--- config.mk ---
export PLATFORM = sky130hd
export DESIGN_NAME = uart_tx_sched
export DESIGN_NICKNAME = d
export VERILOG_FILES = /design/src/rtl/uart_tx_sched.sv
export SDC_FILE = /design/constraint.sdc
export NUM_CORES = 1
export LEC_CHECK = 0
export CORE_ASPECT_RATIO = 1.4
export CORE_MARGIN = 4
export CORE_UTILIZATION = 55
export CTS_CLUSTER_SIZE = 8
export DETAILED_ROUTE_END_ITERATION = 8
export PLACE_DENSITY = 0.88
export REMOVE_ABC_BUFFERS = 1
export SLEW_MARGIN = 20
export SYNTH_ARGS = -nofsm -noshare
export SYNTH_HDL_FRONTEND = slang
export SYNTH_SLANG_ARGS = --single-unit
--- constraint.sdc ---
create_clock -name wb_clk_i -period 10.4 [get_ports wb_clk_i]
set_input_delay 1.56 -clock wb_clk_i [delete_from_list [all_inputs] [get_ports wb_clk_i]]
set_output_delay 1.56 -clock wb_clk_i [all_outputs]
set_load 0.02 [all_outputs]
--- src/rtl/uart_tx_sched.sv ---
// uart_tx_sched: round-robin arbiter sharing one UART transmitter between
// NUM_REQ byte-stream requesters. A requester whose byte has req_last=0 keeps
// the grant for the rest of its burst (capped at MAX_BURST bytes). A watchdog
// releases the grant when the transmitter stalls or the held requester
// goes quiet.
module uart_tx_sched #(
    parameter int NUM_REQ     = 3,
    parameter int MAX_BURST   = 16,
    parameter int TIMEOUT_CYC = 65535
) (
    input  logic                   wb_clk_i,
    input  logic                   wb_rst_i,
    input  logic [NUM_REQ-1:0]     req_valid,
    input  logic [8*NUM_REQ-1:0]   req_data,
    input  logic [NUM_REQ-1:0]     req_last,
    output logic [NUM_REQ-1:0]     req_ready,
    output logic [7:0]             tx_data,
    output logic                   tx_start,
    input  logic                   tx_busy,
    input  logic                   tx_done,
    output logic [2:0]             grant_id,
    output logic                   active,
    output logic                   timeout_err,
    output logic [15:0]            byte_cnt
);

    localparam int              BW        = $clog2(MAX_BURST + 1);
    localparam logic [BW-1:0]   BURST_CAP = BW'(MAX_BURST);
    localparam logic [15:0]     TO_LAST   = 16'(TIMEOUT_CYC - 1);

    typedef enum logic [2:0] {IDLE, ACCEPT, START, WAIT_DONE, HOLD} state_t;

    state_t               state_q, state_d;
    logic [2:0]           last_grant_q, last_grant_d;
    logic [2:0]           grant_id_q, grant_id_d;
    logic                 lock_q, lock_d;
    logic [BW-1:0]        burst_cnt_q, burst_cnt_d;
    logic [15:0]          wdog_q, wdog_d;
    logic [15:0]          byte_cnt_q, byte_cnt_d;
    logic [7:0]           tx_data_q, tx_data_d;
    logic [NUM_REQ-1:0]   req_ready_q, req_ready_d;
    logic                 tx_start_q, tx_start_d;
    logic                 timeout_err_q, timeout_err_d;
    logic                 active_q, active_d;

    logic                 take;
    logic [2:0]           take_id;
    logic                 release_g;
    logic [3:0]           pick;

    // First valid requester scanning upward from last+1; returns {found, index}.
    function automatic logic [3:0] rr_pick(input logic [NUM_REQ-1:0] valid,
                                           input logic [2:0] last);
        logic [3:0] res;
        int         idx;
        res = 4'b0;
        // Walk offsets from farthest to nearest so the nearest valid one wins.
        for (int i = NUM_REQ; i >= 1; i--) begin
            idx = (int'(last) + i) % NUM_REQ;
            for (int j = 0; j < NUM_REQ; j++) begin
                if (j == idx && valid[j]) res = {1'b1, 3'(j)};
            end
        end
        return res;
    endfunction

    function automatic logic bit_at(input logic [NUM_REQ-1:0] vec,
                                    input logic [2:0] id);
        logic b;
        b = 1'b0;
        for (int j = 0; j < NUM_REQ; j++) begin
            if (j == int'(id)) b = vec[j];
        end
        return b;
    endfunction

    // Next-state and registered-output computation for the grant FSM.
    always_comb begin
        state_d       = state_q;
        last_grant_d  = last_grant_q;
        grant_id_d    = grant_id_q;
        lock_d        = lock_q;
        burst_cnt_d   = burst_cnt_q;
        wdog_d        = wdog_q;
        byte_cnt_d    = byte_cnt_q;
        tx_data_d     = tx_data_q;
        req_ready_d   = '0;
        tx_start_d    = 1'b0;
        timeout_err_d = 1'b0;
        take          = 1'b0;
        take_id       = grant_id_q;
        release_g     = 1'b0;
        pick          = rr_pick(req_valid, last_grant_q);

        case (state_q)
            IDLE: begin
                if (!tx_busy && pick[3]) begin
                    take    = 1'b1;
                    take_id = pick[2:0];
                end
            end
            ACCEPT: begin
                // Watchdog reads 0 while tx_start is high.
                tx_start_d = 1'b1;
                wdog_d     = '0;
                state_d    = START;
            end
            START: begin
                wdog_d  = wdog_q + 16'd1;
                state_d = WAIT_DONE;
            end
            WAIT_DONE: begin
                // Completion wins over a watchdog expiry in the same cycle.
                if (tx_done) begin
                    byte_cnt_d = byte_cnt_q + 16'd1;
                    if (lock_q && burst_cnt_q < BURST_CAP) begin
                        state_d = HOLD;
                        wdog_d  = '0;
                    end else begin
                        release_g = 1'b1;
                    end
                end else if (wdog_q == TO_LAST) begin
                    timeout_err_d = 1'b1;
                    release_g     = 1'b1;
                end else begin
                    wdog_d = wdog_q + 16'd1;
                end
            end
            HOLD: begin
                if (bit_at(req_valid, grant_id_q) && !tx_busy) begin
                    take    = 1'b1;
                    take_id = grant_id_q;
                end else if (wdog_q == TO_LAST) begin
                    timeout_err_d = 1'b1;
                    release_g     = 1'b1;
                end else begin
                    wdog_d = wdog_q + 16'd1;
                end
            end
            default: state_d = IDLE;
        endcase

        // Releasing makes this requester the lowest priority next round.
        if (release_g) begin
            state_d      = IDLE;
            burst_cnt_d  = '0;
            lock_d       = 1'b0;
            wdog_d       = '0;
            last_grant_d = grant_id_q;
        end

        // Latch the byte and pulse req_ready during the ACCEPT cycle.
        if (take) begin
            state_d     = ACCEPT;
            grant_id_d  = take_id;
            burst_cnt_d = burst_cnt_q + BW'(1);
            for (int j = 0; j < NUM_REQ; j++) begin
                if (j == int'(take_id)) begin
                    req_ready_d[j] = 1'b1;
                    tx_data_d      = req_data[8*j +: 8];
                    lock_d         = ~req_last[j];
                end
            end
        end

        active_d = (state_d != IDLE);
    end

    // State and output registers; reset gives requester 0 top priority.
    always_ff @(posedge wb_clk_i or negedge wb_rst_i) begin
        if (!wb_rst_i) begin
            state_q       <= IDLE;
            last_grant_q  <= 3'(NUM_REQ - 1);
            grant_id_q    <= '0;
            lock_q        <= 1'b0;
            burst_cnt_q   <= '0;
            wdog_q        <= '0;
            byte_cnt_q    <= '0;
            tx_data_q     <= '0;
            req_ready_q   <= '0;
            tx_start_q    <= 1'b0;
            timeout_err_q <= 1'b0;
            active_q      <= 1'b0;
        end else begin
            state_q       <= state_d;
            last_grant_q  <= last_grant_d;
            grant_id_q    <= grant_id_d;
            lock_q        <= lock_d;
            burst_cnt_q   <= burst_cnt_d;
            wdog_q        <= wdog_d;
            byte_cnt_q    <= byte_cnt_d;
            tx_data_q     <= tx_data_d;
            req_ready_q   <= req_ready_d;
            tx_start_q    <= tx_start_d;
            timeout_err_q <= timeout_err_d;
            active_q      <= active_d;
        end
    end

    assign req_ready   = req_ready_q;
    assign tx_data     = tx_data_q;
    assign tx_start    = tx_start_q;
    assign grant_id    = grant_id_q;
    assign active      = active_q;
    assign timeout_err = timeout_err_q;
    assign byte_cnt    = byte_cnt_q;

endmodule
==> results.ini, run 1 <==
[status]
outcome = finished, final reports clean

[clock_tree]
cts_hold_buf = 0
insertion_delay_ns = 0.33
cts_num_sinks = 61
cts_setup_buffers = 0
cts_tree = yes
path_clk_slew_ns = 0.06
clock-root-buffer = clkbuf_16
cts-htree-levels = 3
cts_buffers = 9
ctsResizeCount = 0
cts_max_path_buffers = 2

[placed_design]
hpwl_um = 9410
routabilityCongestion = 0.997
placed_area_sq_mm = 0.00539
io_buffers = 66
dp_cells = 696

[critical_path]
start_kind = flop
reg2reg_to = tx_data[6]
path_cells = buf_4 > inv_1 > ha_1 > inv_1 > ha_1 > ha_1 > a21o_1 > o21ai_0 > nand2_1 > ha_1 > nor2_1 > a32oi_2 > nor4_1 > nor3_1 > o311a_1 > o31ai_4 > mux2i_2 > o221ai_1 > o21ai_1
path_common_cell = ha_1
path_buf_inv = 3
critPathKind = reg -> reg
endpoint_kind = flop
cp_max_fo = 29
worst_r2r_path_depth = 19
cp.arrival_ns = 6.13
critical_path_required_ns = 10.65
reg2reg_from = last_grant_q[0]
cpPeakStageDelay_ns = 0.60
cp_slowest_cell = mux2i_2
crit_family = compound AO/OA/AOI/OAI gates
ff2ff_setup_slack_ns = 4.51

[detailed_routing]
postRouteAntennaNets = 0
vias_per_cell = 6.43
dr.pass1.iters = 7
wl_per_cell_um = 18.1
drt_iter0_drc = 282
vias = 4578
drt_wl_total_um = 12900
drc_errors = 0

[synthesis]
avgSynthCellArea_sq_um = 8.59
synth_seq_area_share_pct = 32.4
synth_area_sq_mm = 0.00472
yosys_warnings = 0
syn_inst = 549
yosysTopAreaCell = dfrtp_1
synthFlopType = dfrtp_1
synth_edf_count = 0
synth-seq-cells = 61
async_flop_share_pct = 100
synth_top_area_share_pct = 31.8
synth_cell_types = 80
yosys-top-cells-area = dfrtp_1 32%, ha_1 6.9%, nand2_1 4.3%, o21ai_0 3.9%, a21oi_1 3.6%

[sta]
fin_crit_sh_pct = 56.6
finalMaxSlewViolations = 0
period_minus_slack_ns = 5.89
setup_violations = 0
slew_headroom_pct = 29.3
finalClockSkew_ns = 0.00806
hold_viol = 0
fin_tns_setup_ns = 0
rsz0062_at_grt = no
worst_pin_slew_ns = 1.06
max_freq_mhz = 170

[die]
die_x_um = 86.3
io_pins = 67
start_util_pct = 57.2
die_h_um = 118
rows = 39
die_area_sq_mm = 0.0101
core_area_sq_mm = 0.00825

[global_routing]
grt_pass1_vias = 4566
antenna_found_initial = 0
grt_max_degree = 62
grt-ovfl-total = 0
gr-usage-all-layers_pct = 26.0
grt_pass1_wl_um = 21500

[finish]
fill_cells = 612
area_delta_synth_final_pct = 21.2
finalInstanceArea_sq_mm = 0.00571
diodes = 0
drive_gt1_share_pct = 8.85
multiInputGateArea_sq_mm = 0.00296
regArea_sq_mm = 0.00153
layout_common_cells = 65 x clkdlybuf4s50_1, 60 x dfrtp_1, 54 x nand2_1, 36 x o21ai_0, 36 x nor2_1
layout_commonest_cell = clkdlybuf4s50_1
final_cells = 712
nets = 665

[worst_hold_path]
min_path_type = reg -> reg
hp-start = wdog_q[8]
hold_depth = 1
hold_path_end = wdog_q[8]

[power_and_ir_drop]
p_leak_nw = 2.36
totalPowerFinal_w = 0.00185
power_density_mw_per_mm2 = 324
peakVddDrop_v = 0.000187

[job]
maxCapViolCount = 0

## metrics by stage
step                hold WS [ns]  utilization (%)  setup slack (ns)
floorplan                  0.439                -              5.16
global placement           0.467             65.4              4.99
detailed placement         0.459             65.4              4.69
CTS                        0.472             69.3              4.66
global route               0.507             69.3              4.05
finish                     0.472             69.3              4.51
## per-layer routing
metal	GRT usage [%]	routed length (um)	vias up
met5	0	0	-
met4	13.6	491	0
met3	3.36	612	46
met2	45.2	6830	193
met1	30.6	4950	2174
li1	-	-	2165
## where the power goes
group	switching [W]	internal, W	total [W]
combinational	0.000708	0.000465	0.00117
clock	0.000112	0.000211	0.000323
sequential	0.0000637	0.000290	0.000354
total	0.000884	0.000966	0.00185
## how the worst max path moves through the flow
stage               depth (start not counted)  slack [ns]          to             from
finish                                     19        4.51  tx_data[6]  last_grant_q[0]
global route                               20        4.05  tx_data[7]  last_grant_q[0]
CTS                                        20        4.66  tx_data[6]  last_grant_q[0]
detailed placement                         20        4.69  tx_data[6]  last_grant_q[0]
global placement                           20        4.99      lock_q  last_grant_q[0]
floorplan                                  19        5.16      lock_q  last_grant_q[0]
## cells by family after synthesis
logic type,after synthesis,share of synthesized area [%]
XOR/XNOR,26,5.47
adder cells (fa/ha/maj),26,6.90
multiplexers,13,3.26
buffers and inverters,50,4.78
flip-flops,61,32.4
AO/OA/AOI/OAI,171,25.1
AND/OR/NAND/NOR,202,22.1
## synth_stat cells, types with 3 or more instances
library cell	count
a211oi_1	4
a21o_1	3
a21oi_1	34
a22oi_1	3
a31oi_1	9
a32oi_1	3
a41oi_1	4
and2_1	5
and3_1	9
and4_1	3
buf_1	3
buf_2	3
buf_6	4
clkbuf_1	12
dfrtp_1	60
ha_1	26
inv_1	27
mux2_2	5
mux2i_1	4
nand2_1	54
nand2b_1	3
nand3_1	23
nand4_1	12
nor2_1	36
nor2b_1	3
nor3_1	20
nor3b_1	6
nor4_1	7
o211ai_1	4
o21a_1	6
o21ai_0	37
o21ai_1	10
o21bai_1	4
o221ai_1	8
o22ai_1	9
o31ai_1	4
or2_2	3
xnor2_1	17
xor2_1	5
## registers in the layout, summed over array words and instances (netlist names)
signal and count:
req_ready 3, timeout_err 1, byte_cnt 16, tx_start 1
tx_data 8, last_grant_q 3, state_q 3, lock_q 1
grant_id 3, burst_cnt_q 5, wdog_q 16, active 1
## final cells by class
cell class / count / share of cell area (%)
flip-flops and latches: 61 / 26.7
inverters: 27 / 1.77
repair buffers: 68 / 11.7
well taps: 102 / 2.23
clock inverters: 7 / 1.73
multi-input cells: 438 / 51.9
clock buffers: 9 / 3.94
Note: power is estimated with default switching activity, not from simulation.
==> inputs of run 2 (changes only) <==
--- a/config.mk
+++ b/config.mk
@@ -7,10 +7,10 @@
 export LEC_CHECK = 0
 export CORE_ASPECT_RATIO = 1.4
 export CORE_MARGIN = 4
-export CORE_UTILIZATION = 55
+export CORE_UTILIZATION = 50
 export CTS_CLUSTER_SIZE = 8
 export DETAILED_ROUTE_END_ITERATION = 8
-export PLACE_DENSITY = 0.88
+export PLACE_DENSITY = 0.85
 export REMOVE_ABC_BUFFERS = 1
 export SLEW_MARGIN = 20
 export SYNTH_ARGS = -nofsm -noshare
==> constraint.sdc (replaced) <==
create_clock -name wb_clk_i -period 5.4 [get_ports wb_clk_i]
set_input_delay 0.81 -clock wb_clk_i [delete_from_list [all_inputs] [get_ports wb_clk_i]]
set_output_delay 0.81 -clock wb_clk_i [all_outputs]
set_load 0.02 [all_outputs]
==> run 2 against run 1 <==
  * Register-to-register slack got worse by 4.2 ns
  * Via count shrank 1.1%
  * Final cell count up 1.7%
  * First-iteration DRC count fell by 32%
  * Critical path depth did not move
  * Sequential cell count stayed put
==> results.ini, run 2 (synthesized netlist as in run 1, its figures left out) <==
[status]
outcome = finished, final reports clean

[finish]
drive_gt1_share_pct = 11.2
area_delta_synth_final_pct = 23.2
layout_commonest_cell = clkdlybuf4s50_1
nets = 672
diodes = 0
layout_common_cells = 65 x clkdlybuf4s50_1, 60 x dfrtp_1, 53 x nand2_1, 35 x o21ai_0, 34 x nor2_1

[worst_hold_path]
min_path_type = reg -> reg
hold_depth = 1
hp-start = byte_cnt[10]
hold_path_end = byte_cnt[10]

[critical_path]
endpoint_kind = flop
critical_path_required_ns = 5.63
critPathKind = reg -> reg
reg2reg_to = lock_q
cp_max_fo = 10
cp.arrival_ns = 5.34
ff2ff_setup_slack_ns = 0.29
worst_r2r_path_depth = 19
reg2reg_from = last_grant_q[1]
start_kind = flop

[detailed_routing]
drt_iter0_drc = 192
postRouteAntennaNets = 0
vias = 4526
drt_wl_total_um = 12700
wl_per_cell_um = 17.5
vias_per_cell = 6.25
drc_errors = 0
dr.pass1.iters = 5

[power_and_ir_drop]
p_leak_nw = 2.40
peakVddDrop_v = 0.000371
totalPowerFinal_w = 0.00360
power_density_mw_per_mm2 = 620

[global_routing]
grt-ovfl-total = 0
grt_pass1_vias = 4590
gr-usage-all-layers_pct = 23.3
grt_max_degree = 62
grt_pass1_wl_um = 21300
antenna_found_initial = 0

[die]
die_x_um = 90.1
start_util_pct = 51.6
rows = 41
die_h_um = 123
die_area_sq_mm = 0.0111
core_area_sq_mm = 0.00913
io_pins = 67

[sta]
slew_headroom_pct = 46.3
fin_crit_sh_pct = 94.5
finalClockSkew_ns = 0.00471
period_minus_slack_ns = 5.11
worst_pin_slew_ns = 0.800
rsz0062_at_grt = no
setup_violations = 0
finalMaxSlewViolations = 0
fin_tns_setup_ns = 0
max_freq_mhz = 196
hold_viol = 0

[clock_tree]
cts_max_path_buffers = 2
cts_tree = yes
cts_setup_buffers = 0
insertion_delay_ns = 0.33
path_clk_slew_ns = 0.05
cts_buffers = 9
cts_num_sinks = 61
clock-root-buffer = clkbuf_16
cts-htree-levels = 3

[placed_design]
io_buffers = 66
routabilityCongestion = 0.878
hpwl_um = 9520

[job]
maxCapViolCount = 0

-- run 2: worst max path at each step --
stage,cells past startpoint,to,from
after floorplan,19,lock_q,last_grant_q[0]
after global placement,20,tx_data[7],last_grant_q[1]
after detailed placement,20,tx_data[0],last_grant_q[1]
after CTS,20,tx_data[1],last_grant_q[1]
after global routing,20,tx_data[7],last_grant_q[1]
final,19,lock_q,last_grant_q[1]
-- run 2: timing repair --
action,in CTS,in global routing
resized for setup,0,11
endpoints found under the setup margin,0,19
hold buffers,0,0
hold endpoints to repair,0,0
-- run 2: cell type report --
cell class,instances,area (sq um)
Inverter,27,101
Clock inverter,4,45.0
Multi-Input combinational cell,438,3010
Fill cell,757,3320
Tap cell,107,134
Timing Repair Buffer,75,723
Sequential cell,61,1530
Clock buffer,12,267
-- run 2: critical path: stages (launching register included) --
cell and delay (ns):
dfstp_2 0.61, inv_1 0.17, ha_1 0.36, buf_4 0.19, ha_1 0.23, ha_1 0.28
inv_1 0.17, o22ai_1 0.11, a311oi_2 0.47, ha_1 0.33, o21bai_1 0.22, or2_4 0.21
mux2_4 0.31, o2bb2ai_2 0.15, o31ai_4 0.24, buf_4 0.22, mux2i_2 0.22, buf_4 0.20
nor2_2 0.06, a221oi_2 0.26
-- run 2: through the flow --
step / setup slack (ns) / utilization, % / std cells / hold slack [ns] / instance area, sq um
floorplan: 0.164 / - / 526 / 0.439 / 4590
finish: 0.295 / 63.6 / 724 / 0.498 / 5810
global route: 0.00397 / 63.6 / 724 / 0.514 / 5810
global placement: 0.327 / 59.7 / 708 / 0.467 / 5450
detailed placement: 0.0650 / 59.7 / 708 / 0.485 / 5450
CTS: 0.0132 / 63.1 / 724 / 0.493 / 5760
-- run 2: power breakdown --
| part | internal (W) | leakage [nW] | switching, W |
|---|---|---|---|
| registers | 0.000559 | 0.807 | 0.000115 |
| clock network | 0.000392 | 0.158 | 0.000196 |
| logic | 0.000945 | 1.43 | 0.00139 |
| total | 0.00190 | 2.40 | 0.00171 |
-- run 2: routing by layer --
| metal | GRT usage [%] | up-vias | share of wire, % |
|---|---|---|---|
| li1 | - | 2175 | - |
| met1 | 26.3 | 2212 | 40 |
| met2 | 44.0 | 113 | 54 |
| met3 | 3.83 | 26 | 3.5 |
| met4 | 8.72 | 0 | 2.1 |
| met5 | 0 | - | 0 |
